### config.mk
export PLATFORM = sky130hd
export DESIGN_NAME = rs232_echo_fifo
export DESIGN_NICKNAME = d
export VERILOG_FILES = /design/src/rtl/rs232_echo_fifo.sv
export SDC_FILE = /design/constraint.sdc
export NUM_CORES = 1
export LEC_CHECK = 0
export CAP_MARGIN = 40
export CORE_MARGIN = 4
export CORE_UTILIZATION = 44
export DETAILED_ROUTE_END_ITERATION = 16
export PLACE_DENSITY_LB_ADDON = 0.15
export SLEW_MARGIN = 20
export SYNTH_ARGS = -nofsm -noshare
export SYNTH_HDL_FRONTEND = slang
export SYNTH_SLANG_ARGS = --single-unit
### constraint.sdc
create_clock -name clk_i -period 6.8 [get_ports clk_i]
set_input_delay 1.7 -clock clk_i [delete_from_list [all_inputs] [get_ports clk_i]]
set_output_delay 1.7 -clock clk_i [all_outputs]
set_load 0.03 [all_outputs]
### src/rtl/rs232_echo_fifo.sv
// -----------------------------------------------------------------------------
// rs232_echo_fifo
//
// Buffering stage between an RS232 receiver and transmitter. Complete 10-bit
// frames from the receiver are checked, and their data bytes are stored in a
// circular FIFO. A small FSM pops one byte at a time, re-frames it as
// {stop=1, data, start=0} and hands it to the transmitter through a
// request/started/done handshake. Receive bursts can therefore arrive while
// the transmitter is still busy.
//
// Handshake semantics (transmitter side):
//   tx_req_o is raised together with a new tx_frame_o and held until the
//   one-cycle tx_started_i pulse, which means the transmitter has latched
//   tx_frame_o. tx_frame_o stays stable until the next pop. The one-cycle
//   tx_done_i pulse ends the transfer; it is only honoured in WAIT_DONE.
//   The receiver side has no back-pressure: rx_valid_i is a one-cycle strobe.
//
// Optional feature (macro FRAME_CHECK_EN):
//   defined   - frames with a bad start or stop bit are discarded and set the
//               sticky frame_err_o flag.
//   undefined - every frame is stored; frame_err_o is tied to 0.
//
// Ports:
//   clk_i         system clock, rising edge
//   rst_i         synchronous, active-low reset
//   rx_frame_i    received frame: [0] start, [8:1] data LSB-first, [9] stop
//   rx_valid_i    one-cycle strobe, rx_frame_i valid
//   tx_frame_o    frame for the transmitter
//   tx_req_o      transmit request, held until tx_started_i
//   tx_started_i  transmitter latched tx_frame_o (pulse)
//   tx_done_i     transmitter finished the frame (pulse)
//   count_o       number of stored bytes
//   empty_o       count_o == 0
//   full_o        count_o == 2**DEPTH_LOG2
//   overrun_o     sticky: a frame was dropped because the FIFO was full
//   frame_err_o   sticky: a frame with a bad start/stop bit was received
//   err_clr_i     clears overrun_o and frame_err_o (a same-cycle set wins)
//   state_o       current FSM state (debug visibility)
// -----------------------------------------------------------------------------
module rs232_echo_fifo #(
    parameter int DEPTH_LOG2 = 4
) (
    input  logic                  clk_i,
    input  logic                  rst_i,
    input  logic [9:0]            rx_frame_i,
    input  logic                  rx_valid_i,
    output logic [9:0]            tx_frame_o,
    output logic                  tx_req_o,
    input  logic                  tx_started_i,
    input  logic                  tx_done_i,
    output logic [DEPTH_LOG2:0]   count_o,
    output logic                  empty_o,
    output logic                  full_o,
    output logic                  overrun_o,
    output logic                  frame_err_o,
    input  logic                  err_clr_i,
    output logic [1:0]            state_o
);

    localparam int DEPTH = 1 << DEPTH_LOG2;
    localparam logic [DEPTH_LOG2:0] FULL_COUNT = (DEPTH_LOG2 + 1)'(DEPTH);

    localparam logic [1:0] ST_IDLE       = 2'd0;
    localparam logic [1:0] ST_WAIT_START = 2'd1;
    localparam logic [1:0] ST_WAIT_DONE  = 2'd2;

    logic [7:0]            mem [DEPTH];
    logic [DEPTH_LOG2-1:0] wr_ptr;
    logic [DEPTH_LOG2-1:0] rd_ptr;
    logic [1:0]            state;

    logic frame_ok;
    logic push_req;
    logic push;
    logic pop;
    logic overrun_set;

    assign empty_o = (count_o == '0);
    assign full_o  = (count_o == FULL_COUNT);
    assign state_o = state;

`ifdef FRAME_CHECK_EN
    logic frame_err_set;

    assign frame_ok      = (rx_frame_i[0] == 1'b0) && (rx_frame_i[9] == 1'b1);
    assign frame_err_set = rx_valid_i && !frame_ok;

    always_ff @(posedge clk_i) begin
        if (!rst_i) begin
            frame_err_o <= 1'b0;
        end else if (frame_err_set) begin
            frame_err_o <= 1'b1;
        end else if (err_clr_i) begin
            frame_err_o <= 1'b0;
        end
    end
`else
    // Start/stop bits are intentionally ignored in this build.
    logic unused_frame_bits;

    assign unused_frame_bits = rx_frame_i[0] ^ rx_frame_i[9];
    assign frame_ok          = 1'b1;
    assign frame_err_o       = 1'b0;
`endif

    // A pop frees a slot in the same edge, so a push into a full FIFO is
    // still accepted when the FSM pops in that cycle.
    assign pop         = (state == ST_IDLE) && !empty_o;
    assign push_req    = rx_valid_i && frame_ok;
    assign push        = push_req && (!full_o || pop);
    assign overrun_set = push_req && full_o && !pop;

    // Storage needs no reset; only the pointers define its contents. When
    // full, wr_ptr == rd_ptr: the popped byte is read before the write lands.
    always_ff @(posedge clk_i) begin
        if (push) begin
            mem[wr_ptr] <= rx_frame_i[8:1];
        end
    end

    always_ff @(posedge clk_i) begin
        if (!rst_i) begin
            wr_ptr  <= '0;
            rd_ptr  <= '0;
            count_o <= '0;
        end else begin
            if (push) begin
                wr_ptr <= wr_ptr + 1'b1;
            end
            if (pop) begin
                rd_ptr <= rd_ptr + 1'b1;
            end
            case ({push, pop})
                2'b10:   count_o <= count_o + 1'b1;
                2'b01:   count_o <= count_o - 1'b1;
                default: count_o <= count_o;
            endcase
        end
    end

    always_ff @(posedge clk_i) begin
        if (!rst_i) begin
            overrun_o <= 1'b0;
        end else if (overrun_set) begin
            overrun_o <= 1'b1;
        end else if (err_clr_i) begin
            overrun_o <= 1'b0;
        end
    end

    // Transmit FSM. A done pulse arriving together with started in
    // WAIT_START is not consumed; the FSM then waits for a later done.
    always_ff @(posedge clk_i) begin
        if (!rst_i) begin
            state      <= ST_IDLE;
            tx_req_o   <= 1'b0;
            tx_frame_o <= 10'h3FF;
        end else begin
            case (state)
                ST_IDLE: begin
                    if (pop) begin
                        tx_frame_o <= {1'b1, mem[rd_ptr], 1'b0};
                        tx_req_o   <= 1'b1;
                        state      <= ST_WAIT_START;
                    end
                end
                ST_WAIT_START: begin
                    if (tx_started_i) begin
                        tx_req_o <= 1'b0;
                        state    <= ST_WAIT_DONE;
                    end
                end
                ST_WAIT_DONE: begin
                    if (tx_done_i) begin
                        state <= ST_IDLE;
                    end
                end
                default: begin
                    tx_req_o <= 1'b0;
                    state    <= ST_IDLE;
                end
            endcase
        end
    end

endmodule
==> flow_summary.rst <==
.. list-table::
   :header-rows: 1

   * - Metric
     - Value
   * - Run status
     - complete, no violations
   * - Max Transition Viols Final
     - 0
   * - Global-route usage over all layers
     - 16.1%
   * - Share of synthesized registers carrying an async set or reset
     - 0%
   * - Iteration-0 DRC Markers
     - 238
   * - Class of the tightest hold or removal check
     - reg2reg
   * - Clock tree from TritonCTS
     - done
   * - Terminus of the critical flop-to-flop path
     - count_o[4]
   * - Layout Skew
     - 0.00839 ns
   * - Antenna violations before repair
     - 0
   * - CP startpoint kind
     - flip-flop
   * - Average wire per standard cell
     - 20.1 um
   * - Post-detailed-route count of antenna-violating nets
     - 0
   * - Largest net degree at the start of global routing
     - 36
   * - Hold endpoint
     - tx_frame_o[0]
   * - Number of nets in the synthesized netlist
     - 390
   * - Hold Violations, Final
     - 0
   * - Placed wire-length estimate after detailed placement
     - 7770 um
   * - Combined area of the multi-input logic cells
     - 1770 um^2
   * - Arr. time, crit path
     - around 2.3 ns
   * - Setup Fix Bufs, Post-CTS
     - 0
   * - Count of antenna diodes in the layout
     - 0
   * - Worst hold slack across all endpoints
     - 0.463 ns
   * - Number of violations of the max-capacitance limit
     - 0
   * - Setup repair after global routing missed its margin
     - no
   * - Final routed DRC violation total
     - 0
   * - Total Nets Final
     - between 400 and 500
   * - Distinct cell type count of the synthesized netlist
     - 43
   * - Commonest non-fill, non-tap cell in the layout
     - edfxtp_1
   * - Mapped cell area
     - 6290 um^2
   * - Worst slew margin relative to its limit
     - 47.8%
   * - Worst Path Required
     - just over 5 ns
   * - Global-route wire length before repair
     - 19,100 um
   * - Setup-failing EPs final
     - 0
   * - CTS resizes
     - 0
   * - Largest fanout on the critical path
     - 11
   * - Starting density of the core
     - 45.1%
   * - Power density cells
     - 366 nW/um^2
   * - Depth of the most critical reg-to-reg path
     - 9
   * - Max Buffers Root-to-Sink
     - 2
   * - Number of cells on the worst hold path
     - 2
   * - Vias per cell
     - 5.47
   * - Clock-pin slew on the worst setup and hold paths
     - 0.06 ns
   * - Number of enable-type register cells in the synthesized netlist
     - roughly 130
   * - Hold-fix buffer count after cts
     - 0
   * - Top achievable clock speed
     - 250 MHz
   * - Number of fillers in the final layout
     - roughly 1,100
   * - P_leak
     - 0.00248 uW
   * - Final period demand of the worst path
     - between 3 and 4 ns
   * - Worst slew pin tran
     - slightly below 0.8 ns
   * - Origin of the critical flop-to-flop path
     - count_o[1]
   * - Peak supply drop
     - 0.337 mV
   * - Clock buffer count from CTS
     - 17
   * - H-tree Lvls
     - 4
   * - Ys Warns
     - 0
   * - Average cell area after synthesis
     - 17.2 um^2
   * - Setup slack of the most critical reg-to-reg path
     - 3.58 ns
   * - Commonest register cell after synthesis
     - edfxtp_1
   * - Die W
     - 128 um
   * - Setup TNS after final layout
     - 0 ns
   * - Final wirelength
     - 12,200 um
   * - Area taken by flip-flops and latches
     - 4370 um^2
   * - Worst Hold Launch
     - tx_frame_o[0]
   * - Cell count after synthesis
     - 365
   * - Tcrit/Tclk final
     - 58.8%
   * - Floorplan die height
     - 128 um
   * - Area grow syn2layout
     - 18.9%
   * - CTS root buf
     - clkbuf_16
   * - Port Buffers
     - 33
   * - Worst setup path class
     - reg2out
   * - Sequential-to-total area share from yosys stat
     - between 60% and 70%
   * - Highest-count cells in the layout ignoring fill and taps
     - 128 x edfxtp_1, 33 x clkdlybuf4s50_1, 32 x mux4_2
   * - Number of global-route vias before repair
     - 3,413
   * - Share of post-route cells with drive strength above 1
     - 21.3%
   * - First-pass iteration count of the detailed router
     - 5
   * - Final RePlAce weighted congestion
     - 0.778
   * - Count of vias placed by the detailed router
     - 3,319
   * - Aggregate global routing overflow
     - 0
   * - Number of placement rows
     - 43
   * - Sink count of the clock tree
     - 154
   * - I/O pin cnt
     - 38
   * - Placeable core area
     - ~14,000 um^2
   * - Insertion delay to the later sink of the worst-skew pair
     - 0.42 ns
   * - Type of destination of the critical path
     - primary output
   * - Number of storage elements in the synthesis netlist
     - 154
   * - DIE AREA
     - ~16,000 um^2
==> worst max path at each step <==
stage	slack (ns)	end	startpoint	cells after the start
global placement	2.61	count_o[4]	rx_valid_i	10
floorplan	3.35	count_o[2]	rx_valid_i	11
detailed placement	2.51	count_o[2]	rx_valid_i	10
CTS	2.76	full_o	count_o[1]	3
finish	2.80	full_o	count_o[1]	3
global route	2.68	full_o	count_o[1]	3
==> worst max-delay path: stages (launching register included) <==
cell	delay (ns)
dfxtp_1	0.40
or4_4	0.63
nor2_1	0.16
clkdlybuf4s50_1	0.69
==> flip-flops by register name, summed over array words and instances, names as in the netlist <==
register    count
mem           128
tx_frame_o      9
count_o         5
rd_ptr          4
wr_ptr          4
state_o         2
overrun_o       1
tx_req_o        1
==> cell families after synthesis <==
| family | after synthesis | share of synthesized area, % |
|---|---|---|
| flops | 154 | 69.4 |
| simple gates | 66 | 5.07 |
| mux | 51 | 14.5 |
| compound gates | 43 | 5.45 |
| buf+inv | 32 | 2.55 |
| fa+ha+maj | 9 | 1.79 |
| xor+xnor | 8 | 1.11 |
| other cells | 2 | 0.119 |
==> Yosys cell counts (3+ instances only) <==
cell	instances	area (um^2)
edfxtp_1	128	3840
mux4_2	32	721
nor2_1	30	113
dfxtp_1	26	521
mux2i_1	19	190
a211o_1	10	87.6
clkbuf_1	10	37.5
ha_1	9	113
inv_1	9	33.8
nand2_1	9	33.8
a21oi_1	8	40.0
o22ai_1	8	50.1
nand2b_1	6	37.5
xor2_1	6	52.6
buf_2	5	25.0
nand3_1	5	25.0
nor3_1	5	25.0
buf_4	3	22.5
buf_6	3	33.8
o211ai_1	3	22.5
==> per-stage QoR <==
step | area [um^2] | std cells | utilization (%) | worst slack (ns) | power, uW
finish | 7480 | 607 | 53.7 | 2.80 | 2730
global placement | 6770 | 561 | 48.6 | 2.61 | 1820
global route | 7480 | 607 | 53.7 | 2.68 | 2860
detailed placement | 6850 | 571 | 49.1 | 2.51 | 1830
CTS | 7440 | 603 | 53.4 | 2.76 | 2770
floorplan | 6290 | 365 | - | 3.35 | 1630
==> final cells by class <==
| cell class | instances | area share [%] |
|---|---|---|
| Sequential cell | 154 | 58.4 |
| Multi-Input combinational cell | 179 | 23.7 |
| Timing Repair Buffer | 53 | 6.53 |
| Clock buffer | 22 | 6.34 |
| Tap cell | 180 | 3.01 |
| Clock inverter | 10 | 1.56 |
| Inverter | 9 | 0.452 |
==> routing by layer <==
metal  part of all wire [%]  vias up  track usage (%)
li1                       -     1531                -
met1                     43     1680             20.6
met2                     50       98             26.3
met3                    5.8       10             4.93
met4                    1.2        0             5.55
met5                      0        -                0
==> power breakdown <==
group / switching, uW / total (uW) / internal, uW / leakage, uW
registers: 43.4 / 1120 / 1080 / 0.00137
logic: 375 / 679 / 304 / 0.000824
clock network: 364 / 934 / 570 / 0.000289
total: 782 / 2730 / 1950 / 0.00248
Power figures use the tool's default switching activity.
